**src/rtl/hs2p_sink_if.sv**
```systemverilog
// Two-phase async input plus valid/ready output of hs2p_sink.
// master drives Req/Data/Ready, slave is the sink.
interface hs2p_sink_if #(
    parameter int WIDTH = 8,
    parameter int DEPTH = 4
);
    localparam int CW = $clog2(DEPTH) + 1;

    logic             io_In_HS_Req;
    logic             io_In_HS_Ack;
    logic [WIDTH-1:0] io_In_Data;
    logic             io_Out_Valid;
    logic             io_Out_Ready;
    logic [WIDTH-1:0] io_Out_Data;
    logic [CW-1:0]    io_Count;

    modport master (
        output io_In_HS_Req,
        output io_In_Data,
        output io_Out_Ready,
        input  io_In_HS_Ack,
        input  io_Out_Valid,
        input  io_Out_Data,
        input  io_Count
    );

    modport slave (
        input  io_In_HS_Req,
        input  io_In_Data,
        input  io_Out_Ready,
        output io_In_HS_Ack,
        output io_Out_Valid,
        output io_Out_Data,
        output io_Count
    );
endinterface

```
**src/rtl/hs2p_sink.sv**
```systemverilog
// Two-phase bundled-data receiver feeding a first-word
// fall-through FIFO with valid/ready output.
module hs2p_sink #(
    parameter int WIDTH       = 8,
    parameter int DEPTH       = 4,
    parameter int SYNC_STAGES = 2
) (
    input  logic      clock,
    input  logic      reset,
    hs2p_sink_if.slave bus
);
    localparam int AW = $clog2(DEPTH);
    localparam int CW = AW + 1;

    logic [SYNC_STAGES-2:0] sync;
    logic                   req_s;
    logic                   req_seen;
    logic                   ack;
    logic [AW-1:0]          rd_ptr;
    logic [AW-1:0]          wr_ptr;
    logic [CW-1:0]          count;
    logic [WIDTH-1:0]       mem [DEPTH];

    logic pending;
    logic full;
    logic push;
    logic pop;

    // req_seen is the final synchronizer stage: it only follows
    // req_s on the edge the token is written, so acceptance and
    // Ack land on the same edge the request finishes syncing.
    assign req_s   = sync[SYNC_STAGES-2];
    assign pending = req_s != req_seen;
    assign full    = count == CW'(DEPTH);
    assign push    = pending && !full;
    assign pop     = (count != '0) && bus.io_Out_Ready;

    always_ff @(posedge clock) begin
        if (!reset) begin
            sync     <= '0;
            req_seen <= 1'b0;
            ack      <= 1'b0;
            rd_ptr   <= '0;
            wr_ptr   <= '0;
            count    <= '0;
        end else begin
            sync[0] <= bus.io_In_HS_Req;
            for (int i = 1; i < SYNC_STAGES - 1; i++) begin
                sync[i] <= sync[i-1];
            end
            if (push) begin
                req_seen <= req_s;
                ack      <= ~ack;
                wr_ptr   <= wr_ptr + AW'(1);
            end
            if (pop) begin
                rd_ptr <= rd_ptr + AW'(1);
            end
            count <= count + CW'(push) - CW'(pop);
        end
    end

    always_ff @(posedge clock) begin
        if (reset && push) begin
            mem[wr_ptr] <= bus.io_In_Data;
        end
    end

    assign bus.io_In_HS_Ack = ack;
    assign bus.io_Out_Valid = count != '0;
    assign bus.io_Out_Data  = mem[rd_ptr];
    assign bus.io_Count     = count;
endmodule

```
**src/flat_wrapper.sv**
```systemverilog
// flat-port wrapper written by rule: the top's interface ports become plain ports
module hs2p_sink_flat 
#(
    parameter int WIDTH       = 8,
    parameter int DEPTH       = 4,
    parameter int SYNC_STAGES = 2
)
  (clock, reset, bus_io_In_HS_Req, bus_io_In_Data, bus_io_Out_Ready, bus_io_In_HS_Ack, bus_io_Out_Valid, bus_io_Out_Data, bus_io_Count);
  hs2p_sink_if #(.WIDTH(WIDTH), .DEPTH(DEPTH)) bus_i ();
  input  logic clock;
  input  logic reset;
  input wire logic [$bits(bus_i.io_In_HS_Req)-1:0] bus_io_In_HS_Req;
  input wire logic [$bits(bus_i.io_In_Data)-1:0] bus_io_In_Data;
  input wire logic [$bits(bus_i.io_Out_Ready)-1:0] bus_io_Out_Ready;
  output wire logic [$bits(bus_i.io_In_HS_Ack)-1:0] bus_io_In_HS_Ack;
  output wire logic [$bits(bus_i.io_Out_Valid)-1:0] bus_io_Out_Valid;
  output wire logic [$bits(bus_i.io_Out_Data)-1:0] bus_io_Out_Data;
  output wire logic [$bits(bus_i.io_Count)-1:0] bus_io_Count;
  assign bus_i.io_In_HS_Req = bus_io_In_HS_Req;
  assign bus_i.io_In_Data = bus_io_In_Data;
  assign bus_i.io_Out_Ready = bus_io_Out_Ready;
  assign bus_io_In_HS_Ack = bus_i.io_In_HS_Ack;
  assign bus_io_Out_Valid = bus_i.io_Out_Valid;
  assign bus_io_Out_Data = bus_i.io_Out_Data;
  assign bus_io_Count = bus_i.io_Count;
  hs2p_sink #(.WIDTH(WIDTH), .DEPTH(DEPTH), .SYNC_STAGES(SYNC_STAGES)) u_core (.clock(clock), .reset(reset), .bus(bus_i));
endmodule
```
**config.mk**
```make
export PLATFORM = sky130hd
export DESIGN_NAME = hs2p_sink_flat
export DESIGN_NICKNAME = d
export VERILOG_FILES = /design/src/rtl/hs2p_sink_if.sv /design/src/rtl/hs2p_sink.sv /design/src/flat_wrapper.sv
export SDC_FILE = /design/constraint.sdc
export NUM_CORES = 1
export LEC_CHECK = 0
export ABC_CLOCK_PERIOD_IN_PS = 6100
export CORE_MARGIN = 2
export CORE_UTILIZATION = 57
export CTS_CLUSTER_DIAMETER = 60
export DETAILED_ROUTE_END_ITERATION = 16
export PLACE_DENSITY = 0.86
export SYNTH_ARGS = -nofsm -noshare
export SYNTH_HDL_FRONTEND = slang
export SYNTH_SLANG_ARGS = --single-unit
```
**constraint.sdc**
```tcl
create_clock -name clock -period 6.1 [get_ports clock]
set_clock_uncertainty 0.05 [all_clocks]
set_input_delay 1.22 -clock clock [delete_from_list [all_inputs] [get_ports clock]]
set_output_delay 1.22 -clock clock [all_outputs]
set_load 0.005 [all_outputs]
```
== Word level (Yosys, flattened, before mapping) ==
Memory sizes are Yosys's and may differ from the RTL's. A register that Yosys moved wholly into a read port is not among the register bits.
Index checks and enable logic that the tools add are counted.
Widths: inputs -> output; s select.

* $add $sub $neg: 4
* Multiply operators: 0
* Divide/modulo/power cells: 0
* Order comparisons: 0
* Equality and inequality tests: 2
* Shifts and indexed selects: 0
* Muxes and demuxes: 4
* Bitwise gates (word level): 1
* Reduce and logical (&&, ||, !) cells: 5

{| class="wikitable"
|+ Operators by type and width
! cell !! count
|-
| $add 2x1->2 const B || 2
|-
| $mux 2 || 2
|-
| $add 3x1->3 || 1
|-
| $eq 3x3->1 const B || 1
|-
| $logic_and 1x1->1 || 3
|-
| $reduce_bool 3->1 || 1
|-
| $sub 3x1->3 || 1
|-
| $mux 1 || 2
|-
| $logic_not 1->1 || 1
|-
| $ne 1x1->1 || 1
|-
| $not 1->1 || 1
|}

* Bits in registers: 10
* Bits in latches: 0
* Memory bits (writable): 32
* Memory bits (read-only): 0
* Input bits: 12
* Output and inout bits: 13
* Logic and storage cells: 23
* Memories: 1

{| class="wikitable"
|+ Memory list
! name !! words !! width !! read ports !! clocked after memory_dff !! write ports !! line !! text
|-
| u_core.mem || 4 || 8 || 1 || 1 || 1 || hs2p_sink.sv:22 || <nowiki>logic [WIDTH-1:0] mem [DEPTH];</nowiki>
|}

== Depth between registers and ports, before layout ==
* Depth after elaboration: 6
* Gate-level depth with buffers: 9
* Depth with buffers taken out: 9

== Worst setup path before layout ==
No wires, ideal clock.

* Kind: input to register
* Start: in bus_io_Out_Ready
* End: reg u_core.count[2], in the netlist u_core.bus.io_Count[2]
* Library setup time: 0.115 ns
* Data arrival time: 2.576 ns
* Data required time: 5.935 ns
* Slack: 3.360 ns
* Stages: 9
* Buffers on the path: 0
* Cells stage by stage: o31a_2 -> ha_1 -> inv_1 -> ha_1 -> inv_1 -> fa_1 -> xnor2_1 -> xnor2_1 -> and2_1

* Word-level cells in the longest chain between the ends: 2

{| class="wikitable"
|+ Ends and longest elaborated chain
! item !! line !! text
|-
| from (decl) || flat_wrapper.sv:14 || <nowiki>input wire logic [$bits(bus_i.io_Out_Ready)-1:0] bus_io_Out_Ready;</nowiki>
|-
| $logic_and 1x1->1 || hs2p_sink.sv:36 || <nowiki>assign pop = (count != '0) && bus.io_Out_Ready;</nowiki>
|-
| $sub 3x1->3 || hs2p_sink.sv:59 || <nowiki>count <= count + CW'(push) - CW'(pop);</nowiki>
|-
| to (signal assigned) || hs2p_sink.sv:59 ||
|-
| to (decl) || hs2p_sink.sv:21 || <nowiki>logic [CW-1:0] count;</nowiki>
|}

No other way between the ends.
A chain may end at the register's enable or synchronous reset.

==> key figures <==
Setup path
  – Worst path bufs/invs: 1
  – Worst EP arrival: 2.07 ns
  – Worst Path Max Fanout: 8
  – R2R Setup Slk: 3.81 ns
  – CP peak stage delay: 0.69 ns
  – CP Cell Sequence: mux4_2 -> clkdlybuf4s50_1
  – Critical path class: reg -> out
  – CP max stage cell: dfxtp_1
  – Largest delay contributor family on the critical path: flip-flops
  – Startpoint types: flip-flop
  – CP required: around 4.8 ns
  – CP Capture Type: primary output

Clocking
  – Clock buffer count from CTS: 5
  – Clock transition at path regs: 0.11 ns
  – Hold_buf cts: 0
  – Post-CTS setup buffers: 0
  – Root Buffer: clkbuf_4
  – CTS tree: yes
  – CTS Sinks: 44
  – # H-tree levels: 2
  – CTS Buffer Depth: 2
  – Clock latency on the worst-skew pair: 0.34 ns
  – # resized after CTS: 0

Die
  – Row cnt: 20
  – Die area: 3528 um2
  – Initial core utilization: 0.5874
  – Area of the core: between 2000 and 3000 um2
  – Die width: roughly 59 um
  – DIE HEIGHT: 59.40 um
  – Top Ports: 25

Yosys
  – Syn Inst Count: 99
  – Post-Synth Simple-Gate Area: 0.07797
  – Mapped Nets: 118
  – Seq/Total Area, Yosys: 0.6867
  – Adder-Cell Fraction of Synth Area: 0.05436
  – Most used DFF post-synth: edfxtp_1
  – XOR/XNOR Fraction of Synth Area: 0.02504
  – Avg Inst Size Synth: between 15 and 20 um2
  – #FFs+latches synth: 44
  – Number of synthesized flops with an enable pin: 32
  – Mux share of post-synthesis cell area: 0.1202
  – Compound-Gate Fraction of Synth Area: 0.01788
  – Cell Area, Synth: 1749 um2
  – Synth async-reset ratio: 0
  – Synth unique cells: 24
  – Synthesis Warnings: 0
  – Main combinational cell family by area after synthesis: multiplexers

Finish
  – Register cell area after layout: 1201 um2
  – Ant. Diodes: 0
  – Synthesis-to-layout area growth: 18.24%
  – Share of layout cells above drive strength 1: 0.1406
  – Finished Layout Cells: 161
  – Area of the multi-input gates: about 520 um2
  – Fill count: 199
  – # nets final: 146

GRT
  – GRT Total Usage: 0.1725
  – Vias in the first global route: slightly above 900
  – Initial antenna violation count: 0
  – Largest net degree at the start of global routing: 18
  – Congestion Overflow GR: 0
  – Wire length of the first global-routing pass: 4.305 mm

Power and ir drop
  – Seq pwr share: 0.537
  – VDD IR max: about 0.23 mV
  – Net Switching: 190.7 uW
  – Combinational Power Share: 0.283
  – Internal power: 532.8 uW
  – Part of the power in the clock network: 0.180
  – Pwr dens: between 300 and 400 nW/um2
  – Static leakage: 0.0007081 uW
  – Sw frac: 0.2636

Place
  – PortBufs: 24
  – HPWL Detailed: 1.846 mm
  – Routability Congestion: 0.7483
  – Placed insts: ~150

Timing
  – Final setup vio count: 0
  – Final Hold Fails: 0
  – Worst slew pin tran: 0.5521 ns
  – Fin crit share: 0.5474
  – Fin Setup TNS: 0 ns
  – RSZ-0062 raised after global routing: no
  – Final min period: 3.339 ns
  – Rel. slew slack: 0.6314
  – Max-slew violation count: 0
  – Max frequency: around 0.3 GHz

Routing
  – WL final: 2.593 mm
  – Met2 wire len: between 1 and 1.5 mm
  – Metal1 wirelength: 1.105 mm
  – WL met3: 118 um
  – Vias per inst: about 5.4
  – Top Layer Used: met4
  – Routed WL per cell: 16.11 um
  – Post-DRT Antenna Nets: 0
  – DRC viols: 0
  – Initial DRT Pass Iterations: 4
  – DR iter-0 viols: 22
  – Vias post-DR: 866

Min path
  – Type of the most critical hold path: reg -> reg

Run
  – Max-cap viol count: 0

Outcome
  – Status: completed
==> cell type report <==
cell class              count  share of cell area
clock buffers               7             0.02178
clock inverters             1            0.002420
inverters                   5            0.009074
repair buffers             24              0.1162
well taps                  33             0.01996
multi-input cells          47              0.2498
flip-flops and latches     44              0.5808
==> flip-flops by register name, summed over array words and instances, names as in the netlist, named ones only <==
name                     count
u_core.req_seen              1
u_core.bus.io_Count          3
u_core.wr_ptr                2
u_core.bus.io_In_HS_Ack      1
u_core.rd_ptr                2
u_core.req_s                 1
u_core.mem                  32
==> synth_stat cells (all sizes together) (3+ instances only) <==
library cell | n | area share
ha | 6 | 0.043
inv | 5 | 0.011
dfxtp | 12 | 0.14
and3 | 4 | 0.014
edfxtp | 32 | 0.55
xnor2 | 5 | 0.025
and2 | 4 | 0.014
mux4 | 8 | 0.10
nor2b | 4 | 0.014
nand2 | 3 | 0.0064
mux2i | 3 | 0.017
==> per-stage QoR <==
stage / power, uW / instance area (um2) / hold slack, ns / worst slack, ns / utilization
2_1_floorplan: 509.9 / 1749 / 0.4091 / 3.360 / -
3_3_place_gp: 595.6 / 2018 / 0.4011 / 2.866 / 0.6777
3_5_place_dp: 605.4 / 2018 / 0.4296 / 2.806 / 0.6777
4_1_cts: 733.0 / 2068 / 0.4444 / 2.711 / 0.6945
5_1_grt: 766.5 / 2068 / 0.4816 / 2.598 / 0.6945
6_report: 723.5 / 2068 / 0.4370 / 2.761 / 0.6945
==> kinds of logic after synthesis <==
group	Yosys count
buf+inv	8
fa+ha+maj	7
simple gates	20
compound gates	4
mux	11
xor+xnor	5
flops	44
==> power by group through the flow <==
stage,clock [uW],combinational [uW],sequential [uW]
final,130,205,389
after global routing,146,225,395
after CTS,134,209,390
after detailed placement,0,208,397
after global placement,0,200,395
after floorplan,0,134,376
==> metal layers <==
layer | vias up | GRT usage
li1 | 423 | -
met1 | 425 | 0.2039
met2 | 16 | 0.2841
met3 | 2 | 0.07205
met4 | 0 | 0.05844
met5 | - | 0
==> tightest hold or removal path: cells and delay by family, from the launching register on <==
| kind | cells | cell delay, ns |
|---|---|---|
| DFF | 1 | 0.33 |
| muxes | 1 | 0.06 |
| and+or+nand+nor | 1 | 0.05 |
==> final timing paths <==
check | endpoint | from | depth (start not counted)
max | bus_io_Out_Data[1] | flip-flop | 2
min | u_core.bus.io_In_HS_Ack | u_core.bus.io_In_HS_Ack | 2
max reg2reg | u_core.bus.io_Count[2] | u_core.bus.io_Count[1] | 9
min reg2reg | u_core.bus.io_In_HS_Ack | u_core.bus.io_In_HS_Ack | 2
==> layout by cell type, fill, tap and decap left out, drive strengths merged, types with 4 or more instances in the layout <==
| cell type | count |
|---|---|
| nor2b | 4 |
| clkbuf | 7 |
| and3 | 4 |
| edfxtp | 32 |
| inv | 5 |
| ha | 6 |
| dfxtp | 12 |
| and2 | 4 |
| clkdlybuf4s50 | 24 |
| xnor2 | 5 |
| mux4 | 8 |
No activity file was read; power rests on OpenSTA's default activity.
